**src/rtl/hack_mem_pkg.sv**
```systemverilog
// -----------------------------------------------------------------------------
// hack_mem_pkg
// Shared constants and types for the Hack memory-side helpers.
//   ADDR_W      : RAM4K address width
//   DATA_W      : Hack word width
//   RAM4K_DEPTH : number of RAM4K words
//   LEN_W       : width of a word count that can express 0..RAM4K_DEPTH
//   loader_state_t : ram4k_loader phase encoding
// -----------------------------------------------------------------------------
package hack_mem_pkg;

    localparam int ADDR_W      = 12;
    localparam int DATA_W      = 16;
    localparam int RAM4K_DEPTH = 4096;
    localparam int LEN_W       = ADDR_W + 1;

    typedef enum logic [1:0] {
        ST_IDLE   = 2'd0,
        ST_LOAD   = 2'd1,
        ST_VERIFY = 2'd2,
        ST_DONE   = 2'd3
    } loader_state_t;

endpackage

```
**src/rtl/ram4k_loader_if.sv**
```systemverilog
// -----------------------------------------------------------------------------
// ram4k_loader_if
// Bundles the input word stream and the RAM4K pin bus of the loader.
//   in_data/in_valid/in_ready : valid/ready word stream into the loader
//   ram_in/ram_load/ram_address : loader drives RAM4K in/load/address
//   ram_out                   : RAM4K combinational read data back to loader
// Modports:
//   master : the loader side (drives in_ready and the RAM4K pins)
//   slave  : the environment side (stream source and RAM4K)
// -----------------------------------------------------------------------------
interface ram4k_loader_if #(
    parameter int ADDR_W = hack_mem_pkg::ADDR_W,
    parameter int DATA_W = hack_mem_pkg::DATA_W
);
    logic [DATA_W-1:0] in_data;
    logic              in_valid;
    logic              in_ready;
    logic [DATA_W-1:0] ram_in;
    logic              ram_load;
    logic [ADDR_W-1:0] ram_address;
    logic [DATA_W-1:0] ram_out;

    modport master (
        input  in_data,
        input  in_valid,
        input  ram_out,
        output in_ready,
        output ram_in,
        output ram_load,
        output ram_address
    );

    modport slave (
        output in_data,
        output in_valid,
        output ram_out,
        input  in_ready,
        input  ram_in,
        input  ram_load,
        input  ram_address
    );
endinterface

```
**src/rtl/ram4k_loader_addr_gen.sv**
```systemverilog
// -----------------------------------------------------------------------------
// ram4k_loader_addr_gen
// Word counter and address generator shared by the LOAD and VERIFY phases.
//   clk_i, rst_ni : clock, asynchronous active-low reset
//   latch_i       : capture base_i/len_i and clear the count
//   base_i        : first RAM address of the region
//   len_i         : number of words in the region (1..2**ADDR_W)
//   step_i        : one word handled this cycle; advance the count
//   addr_o        : (base + count) mod 2**ADDR_W
//   last_o        : current word is the final word of the region
// Stepping on the last word rolls the count back to zero so the next phase
// starts again at the base address without another latch.
// -----------------------------------------------------------------------------
module ram4k_loader_addr_gen #(
    parameter int ADDR_W = hack_mem_pkg::ADDR_W
) (
    input  logic              clk_i,
    input  logic              rst_ni,
    input  logic              latch_i,
    input  logic [ADDR_W-1:0] base_i,
    input  logic [ADDR_W:0]   len_i,
    input  logic              step_i,
    output logic [ADDR_W-1:0] addr_o,
    output logic              last_o
);
    localparam logic [ADDR_W:0] CNT_ZERO = {(ADDR_W+1){1'b0}};
    localparam logic [ADDR_W:0] CNT_ONE  = {{ADDR_W{1'b0}}, 1'b1};

    logic [ADDR_W-1:0] base_q, base_d;
    logic [ADDR_W:0]   len_q,  len_d;
    logic [ADDR_W:0]   count_q, count_d;

    // Count never exceeds 2**ADDR_W-1, so the truncated add wraps the address
    // exactly modulo the RAM depth.
    assign addr_o = base_q + count_q[ADDR_W-1:0];
    assign last_o = (count_q == (len_q - CNT_ONE));

    // Next-state for base latch, length latch and word counter.
    always_comb begin
        base_d  = base_q;
        len_d   = len_q;
        count_d = count_q;
        if (latch_i) begin
            base_d  = base_i;
            len_d   = len_i;
            count_d = CNT_ZERO;
        end else if (step_i) begin
            if (last_o) begin
                count_d = CNT_ZERO;
            end else begin
                count_d = count_q + CNT_ONE;
            end
        end else begin
            count_d = count_q;
        end
    end

    // Register stage for the address generator state.
    always_ff @(posedge clk_i or negedge rst_ni) begin
        if (!rst_ni) begin
            base_q  <= {ADDR_W{1'b0}};
            len_q   <= CNT_ZERO;
            count_q <= CNT_ZERO;
        end else begin
            base_q  <= base_d;
            len_q   <= len_d;
            count_q <= count_d;
        end
    end
endmodule

```
**src/rtl/ram4k_loader.sv**
```systemverilog
// -----------------------------------------------------------------------------
// ram4k_loader
// Streams words into consecutive RAM4K addresses from a programmable base,
// then reads the region back and compares a running checksum.
//   CLK, RST_N : clock (rising edge), asynchronous active-low reset
//   start      : begin a load (only honoured in IDLE)
//   base_addr  : first RAM address, latched on start
//   length     : word count 0..4096, latched on start
//   bus        : stream in (in_data/in_valid/in_ready) and RAM4K pins
//                (ram_in/ram_load/ram_address/ram_out)
//   busy       : high in LOAD and VERIFY
//   done       : one-cycle completion pulse
//   error      : readback checksum mismatch, sticky until next accepted start
//   checksum   : load-phase word sum mod 2**DATA_W
// -----------------------------------------------------------------------------
module ram4k_loader #(
    parameter int ADDR_W = hack_mem_pkg::ADDR_W,
    parameter int DATA_W = hack_mem_pkg::DATA_W
) (
    input  logic              CLK,
    input  logic              RST_N,
    input  logic              start,
    input  logic [ADDR_W-1:0] base_addr,
    input  logic [ADDR_W:0]   length,
    ram4k_loader_if.master    bus,
    output logic              busy,
    output logic              done,
    output logic              error,
    output logic [DATA_W-1:0] checksum
);
    import hack_mem_pkg::*;

    loader_state_t     state_q;
    logic              busy_q;
    logic              done_q;
    logic              error_q;
    logic [DATA_W-1:0] load_sum_q;
    logic [DATA_W-1:0] verify_sum_q;

    logic              accept_s;
    logic              xfer_s;
    logic              step_s;
    logic [ADDR_W-1:0] addr_s;
    logic              last_s;

    // Only a non-empty request needs the address generator; an empty one goes
    // straight to DONE without touching the RAM.
    assign accept_s = (state_q == ST_IDLE) && start && (length != {(ADDR_W+1){1'b0}});
    assign xfer_s   = (state_q == ST_LOAD) && bus.in_valid;
    assign step_s   = xfer_s || (state_q == ST_VERIFY);

    ram4k_loader_addr_gen #(
        .ADDR_W (ADDR_W)
    ) u_addr_gen (
        .clk_i   (CLK),
        .rst_ni  (RST_N),
        .latch_i (accept_s),
        .base_i  (base_addr),
        .len_i   (length),
        .step_i  (step_s),
        .addr_o  (addr_s),
        .last_o  (last_s)
    );

    assign busy     = busy_q;
    assign done     = done_q;
    assign error    = error_q;
    assign checksum = load_sum_q;

    // RAM4K pins and in_ready decoded from the registered state. ram_load has
    // to follow in_valid within the same cycle, since RAM4K commits the word at
    // the edge that ends the transfer cycle.
    always_comb begin
        bus.in_ready    = 1'b0;
        bus.ram_load    = 1'b0;
        bus.ram_in      = {DATA_W{1'b0}};
        bus.ram_address = {ADDR_W{1'b0}};
        case (state_q)
            ST_LOAD: begin
                bus.in_ready    = 1'b1;
                bus.ram_load    = bus.in_valid;
                bus.ram_in      = bus.in_data;
                bus.ram_address = addr_s;
            end
            ST_VERIFY: begin
                bus.ram_address = addr_s;
            end
            ST_IDLE, ST_DONE: begin
                bus.ram_address = {ADDR_W{1'b0}};
            end
            default: begin
                bus.ram_address = {ADDR_W{1'b0}};
            end
        endcase
    end

    // Phase sequencing, checksums and registered status outputs.
    always_ff @(posedge CLK or negedge RST_N) begin
        if (!RST_N) begin
            state_q      <= ST_IDLE;
            busy_q       <= 1'b0;
            done_q       <= 1'b0;
            error_q      <= 1'b0;
            load_sum_q   <= {DATA_W{1'b0}};
            verify_sum_q <= {DATA_W{1'b0}};
        end else begin
            done_q <= 1'b0;
            case (state_q)
                ST_IDLE: begin
                    if (start) begin
                        load_sum_q   <= {DATA_W{1'b0}};
                        verify_sum_q <= {DATA_W{1'b0}};
                        error_q      <= 1'b0;
                        if (accept_s) begin
                            state_q <= ST_LOAD;
                            busy_q  <= 1'b1;
                        end else begin
                            state_q <= ST_DONE;
                            done_q  <= 1'b1;
                        end
                    end else begin
                        state_q <= ST_IDLE;
                    end
                end
                ST_LOAD: begin
                    if (xfer_s) begin
                        load_sum_q <= load_sum_q + bus.in_data;
                        if (last_s) begin
                            state_q <= ST_VERIFY;
                        end else begin
                            state_q <= ST_LOAD;
                        end
                    end else begin
                        state_q <= ST_LOAD;
                    end
                end
                ST_VERIFY: begin
                    verify_sum_q <= verify_sum_q + bus.ram_out;
                    if (last_s) begin
                        // Compare including the final readback word so error
                        // is valid alongside the done pulse.
                        state_q <= ST_DONE;
                        busy_q  <= 1'b0;
                        done_q  <= 1'b1;
                        error_q <= ((verify_sum_q + bus.ram_out) != load_sum_q);
                    end else begin
                        state_q <= ST_VERIFY;
                    end
                end
                ST_DONE: begin
                    state_q <= ST_IDLE;
                end
                default: begin
                    state_q <= ST_IDLE;
                    busy_q  <= 1'b0;
                end
            endcase
        end
    end
endmodule

```
**src/flat_wrapper.sv**
```systemverilog
// flat-port wrapper written by rule: the top's interface ports become plain ports
module ram4k_loader_flat import hack_mem_pkg::*;
#(
    parameter int ADDR_W = hack_mem_pkg::ADDR_W,
    parameter int DATA_W = hack_mem_pkg::DATA_W
)
  (CLK, RST_N, start, base_addr, length, busy, done, error, checksum, bus_in_data, bus_in_valid, bus_ram_out, bus_in_ready, bus_ram_in, bus_ram_load, bus_ram_address);
  ram4k_loader_if #(.ADDR_W(ADDR_W), .DATA_W(DATA_W)) bus_i ();
  input  logic CLK;
  input  logic RST_N;
  input  logic start;
  input  logic [ADDR_W-1:0] base_addr;
  input  logic [ADDR_W:0] length;
  output logic busy;
  output logic done;
  output logic error;
  output logic [DATA_W-1:0] checksum;
  input wire logic [$bits(bus_i.in_data)-1:0] bus_in_data;
  input wire logic [$bits(bus_i.in_valid)-1:0] bus_in_valid;
  input wire logic [$bits(bus_i.ram_out)-1:0] bus_ram_out;
  output wire logic [$bits(bus_i.in_ready)-1:0] bus_in_ready;
  output wire logic [$bits(bus_i.ram_in)-1:0] bus_ram_in;
  output wire logic [$bits(bus_i.ram_load)-1:0] bus_ram_load;
  output wire logic [$bits(bus_i.ram_address)-1:0] bus_ram_address;
  assign bus_i.in_data = bus_in_data;
  assign bus_i.in_valid = bus_in_valid;
  assign bus_i.ram_out = bus_ram_out;
  assign bus_in_ready = bus_i.in_ready;
  assign bus_ram_in = bus_i.ram_in;
  assign bus_ram_load = bus_i.ram_load;
  assign bus_ram_address = bus_i.ram_address;
  ram4k_loader #(.ADDR_W(ADDR_W), .DATA_W(DATA_W)) u_core (.CLK(CLK), .RST_N(RST_N), .start(start), .base_addr(base_addr), .length(length), .bus(bus_i), .busy(busy), .done(done), .error(error), .checksum(checksum));
endmodule
```
**config.mk**
```make
export PLATFORM = sky130hd
export DESIGN_NAME = ram4k_loader_flat
export DESIGN_NICKNAME = d
export VERILOG_FILES = /design/src/rtl/hack_mem_pkg.sv /design/src/rtl/ram4k_loader_if.sv /design/src/rtl/ram4k_loader_addr_gen.sv /design/src/rtl/ram4k_loader.sv /design/src/flat_wrapper.sv
export SDC_FILE = /design/constraint.sdc
export NUM_CORES = 1
export LEC_CHECK = 0
export BUFFER_PORTS_ARGS = -buffer_cell sky130_fd_sc_hd__buf_2
export CAP_MARGIN = 25
export CORE_AREA = 4 4 115 117
export DETAILED_ROUTE_END_ITERATION = 8
export DIE_AREA = 0 0 119 121
export PLACE_DENSITY = 0.81
export SYNTH_ARGS = -nofsm -noshare
export SYNTH_HDL_FRONTEND = slang
export SYNTH_HIERARCHICAL = 1
export SYNTH_SLANG_ARGS = --single-unit
```
**constraint.sdc**
```tcl
create_clock -name CLK -period 4.9 [get_ports CLK]
set_input_delay 0.735 -clock CLK [delete_from_list [all_inputs] [get_ports CLK]]
set_output_delay 0.735 -clock CLK [all_outputs]
set_load 0.01 [all_outputs]
```
==> results.toml <==
[run_status]
status = "finished, final reports clean"

[place]
placed_cells = 1020
gp_congestion = 0.9235
post-dp-hpwl_um = 12730
numPortBuffers = 109

[grt]
grt_max_degree = 76
track_usage_pct = 24.07
antenna_found_initial = 0
grt_pass1_wl_um = 28520
grt_pass1_vias = 5789
grt.overflow.total = 0

[clocking]
postCtsSetupBuffers = 0
clk_pin_slew_ns = 0.07
cts_inserted_buffers = 9
clock_latency_ns = 0.35
ctsHtreeMaxLevel = 3
clk_path_buf_depth = 2
cts_tree = "yes"
cts_resized = 0
root_buffer = "clkbuf_16"
cts_hold_buffers = 0
clock_sinks = 75

[final_layout]
final_cells = 1038
fin_nets = 971
fill_cells = 1076
synthToLayoutAreaGrowth_pct = 14.75
antenna_cells = 0
drive_gt1_share_pct = 20.32

[floorplan]
dieArea_um2 = 14400
io_pins = 110
start_util_pct = 53.58
die_y_um = 121
die_w_um = 119
coreArea_um2 = 12360
row_count = 41

[pwr]
peakVddDrop_uv = 271.7
p_leak_uw = 0.003444
power_density_nw_per_um2 = 533.6

[timing]
skew_ns = 0.01245
worst_pin_slew_ns = 1.030
clock.fmax_mhz = 225.7
setup_tns_ns = 0
finalCritPeriodShare_pct = 90.43
hold_viol_final = 0
slew_violations = 0
min_period_ns = 4.431
maxSlewHeadroom_pct = 31.07
rsz0062_at_grt = "false"
setup-violations-final = 0

[setup_path]
start_kind = "flip-flop"
worstSetupPathType = "flip-flop to flip-flop"
reg2reg_depth = 15
critical_path.max_stage_delay_ns = 0.55
critPathArrivalTime_ns = 4.67
required_ns = 5.14
endpoint_kind = "flip-flop"
cp_max_fo = 15
r2r_setup_slack_ns = 0.47
crit_family = "simple AND/OR/NAND/NOR gates"
critPathBufInv = 2
r2r_start = "u_core/u_addr_gen/len_q[0]"
crit_cells = 15
cp_slowest_cell = "or4_4"
crit_chain = "inv_1 -> ha_1 -> nor3b_1 -> nand2_1 -> o311ai_1 -> nor2_1 -> nor3_1 -> buf_4 -> mux2i_1 -> o21a_1 -> or4_4 -> a2111oi_4 -> nand4_1 -> or4_1 -> o21ba_1"
worstReg2RegEnd = "u_core/error"

[synth]
synth_nets = 882
synth_top_area_share_pct = 28.33
yosys_warnings = 6
synth_cell_types = 79
synth_edf_count = 0
synth_area_per_cell_um2 = 8.580
syn_area_um2 = 6624
yosys.area.top_type = "dfrtp_1"
synth-async-reset-ratio_pct = 100.0
synth_area_leaders = "dfrtp_1 28%, ha_1 8.7%, xnor2_1 4.8%"
ys_ff_latch = 75
synthCells = 772
synthFlopType = "dfrtp_1"
synth-seq-area-share_pct = 28.33

[detailed_routing]
via_count = 6216
drt_pass1_iterations = 5
post-route-drc-count = 0
vias_per_cell = 5.988
postRouteAntennaNets = 0
drt-total-wl_um = 17300
avgRoutedWirePerCell_um = 16.66
first_iter_violations = 562

[hold_path]
holdCritPathClass = "primary input to async pin"

[flow_run]
max_cap_viol_count = 0
synthesized netlist by cell type (all sizes together), types with 4 or more instances:
master,number
nand4,6
o21ai,60
mux2i,7
a21oi,32
or4,5
o311ai,5
mux2,22
a21o,6
nor2b,13
nor3,26
inv,29
and3,9
a221oi,4
nand2,63
nor4b,8
a31oi,6
o22ai,5
nor3b,5
nor4,9
xnor2,36
and2,37
a311oi,4
nand3,17
nor2,57
a211oi,11
clkbuf,23
xor2,24
or2,9
o31ai,4
or3,4
o211ai,4
buf,13
ha,46
o32ai,11
dfrtp,75
a22o,14
nand2b,18
through the flow:
step           cell area (um2)  hold WS (ns)  setup WS (ns)  utilization (%)  total power (uW)
2_1_floorplan             6624        0.4394         0.8161                -              2730
3_3_place_gp              7251        0.4670         0.7645            58.65              3271
3_5_place_dp              7271        0.4784         0.5842            58.81              3344
4_1_cts                   7566        0.4920         0.5146            61.20              4042
5_1_grt                   7601        0.1674         0.1443            61.48              4398
6_report                  7601        0.1747         0.4691            61.48              4056
cells in the final DEF (no fill, tap or decap), types with 17 or more instances in the layout:
cell	Yosys	layout
ha_1	46	46
inv_1	29	29
dfrtp_1	75	75
nor3_1	26	26
nand2_1	63	63
nand2b_1	18	18
nor2_1	57	56
nand3_1	17	17
a21oi_1	31	31
o21ai_0	49	49
and2_1	37	37
xor2_1	24	24
xnor2_1	36	36
mux2_2	22	22
buf_2	9	108
final cells by class:
| cell class | instances | area (um2) | share of cell area (%) |
|---|---|---|---|
| Sequential cell | 75 | 1877 | 24.69 |
| Tap cell | 172 | 215.2 | 2.831 |
| Clock buffer | 9 | 225.2 | 2.963 |
| Clock inverter | 7 | 70.07 | 0.9218 |
| Timing Repair Buffer | 114 | 618.1 | 8.132 |
| Multi-Input combinational cell | 632 | 4487 | 59.03 |
| Inverter | 29 | 108.9 | 1.432 |
state kept, by name (all words and copies together), names as in the netlist:
name,flops
u_core/busy,1
u_core/checksum,16
u_core/done,1
u_core/error,1
u_core/state_q,2
u_core/u_addr_gen/base_q,12
u_core/u_addr_gen/count_q,13
u_core/u_addr_gen/len_q,13
u_core/verify_sum_q,16
layer usage:
metal	track usage, %	up-vias	wire (um)
met5	0	-	0
met2	38.43	264	7933
met3	4.289	28	1124
met1	34.03	2909	7963
met4	5.865	0	274
li1	-	3015	-
power by group:
group,internal [uW],switching (uW),total [uW],leakage (uW)
clock network,357,309,666,0.000142
logic,1070,1210,2280,0.00235
registers,812,301,1110,0.000948
total,2240,1820,4060,0.00344
worst max-delay path by stage:
stage / start / end / slack (ns)
floorplan: u_core/u_addr_gen/len_q[0] / u_core/error / 0.82
finish: u_core/u_addr_gen/len_q[0] / u_core/error / 0.47
detailed placement: u_core/u_addr_gen/len_q[0] / u_core/error / 0.58
global route: u_core/u_addr_gen/len_q[0] / u_core/error / 0.14
global placement: u_core/u_addr_gen/len_q[0] / u_core/error / 0.76
CTS: u_core/u_addr_gen/len_q[0] / u_core/error / 0.51
cell families after synthesis:
family,after synthesis,share of synthesized area (%)
muxes,29,4.798
AOI/OAI and AO/OA,196,20.87
DFF,75,28.33
and+or+nand+nor,296,23.69
xor gates and xnor gates,62,8.613
adders and majority gates,49,9.596
buffers and inverters,65,4.099
worst reg2reg max path, stage by stage, from the launching register on:
cell	delay (ns)
dfrtp_1	0.43
inv_1	0.11
ha_1	0.26
nor3b_1	0.41
nand2_1	0.13
o311ai_1	0.31
nor2_1	0.29
nor3_1	0.31
buf_4	0.19
mux2i_1	0.08
o21a_1	0.21
or4_4	0.55
a2111oi_4	0.28
nand4_1	0.13
or4_1	0.47
o21ba_1	0.17
Note: power is estimated with default switching activity, not from simulation.
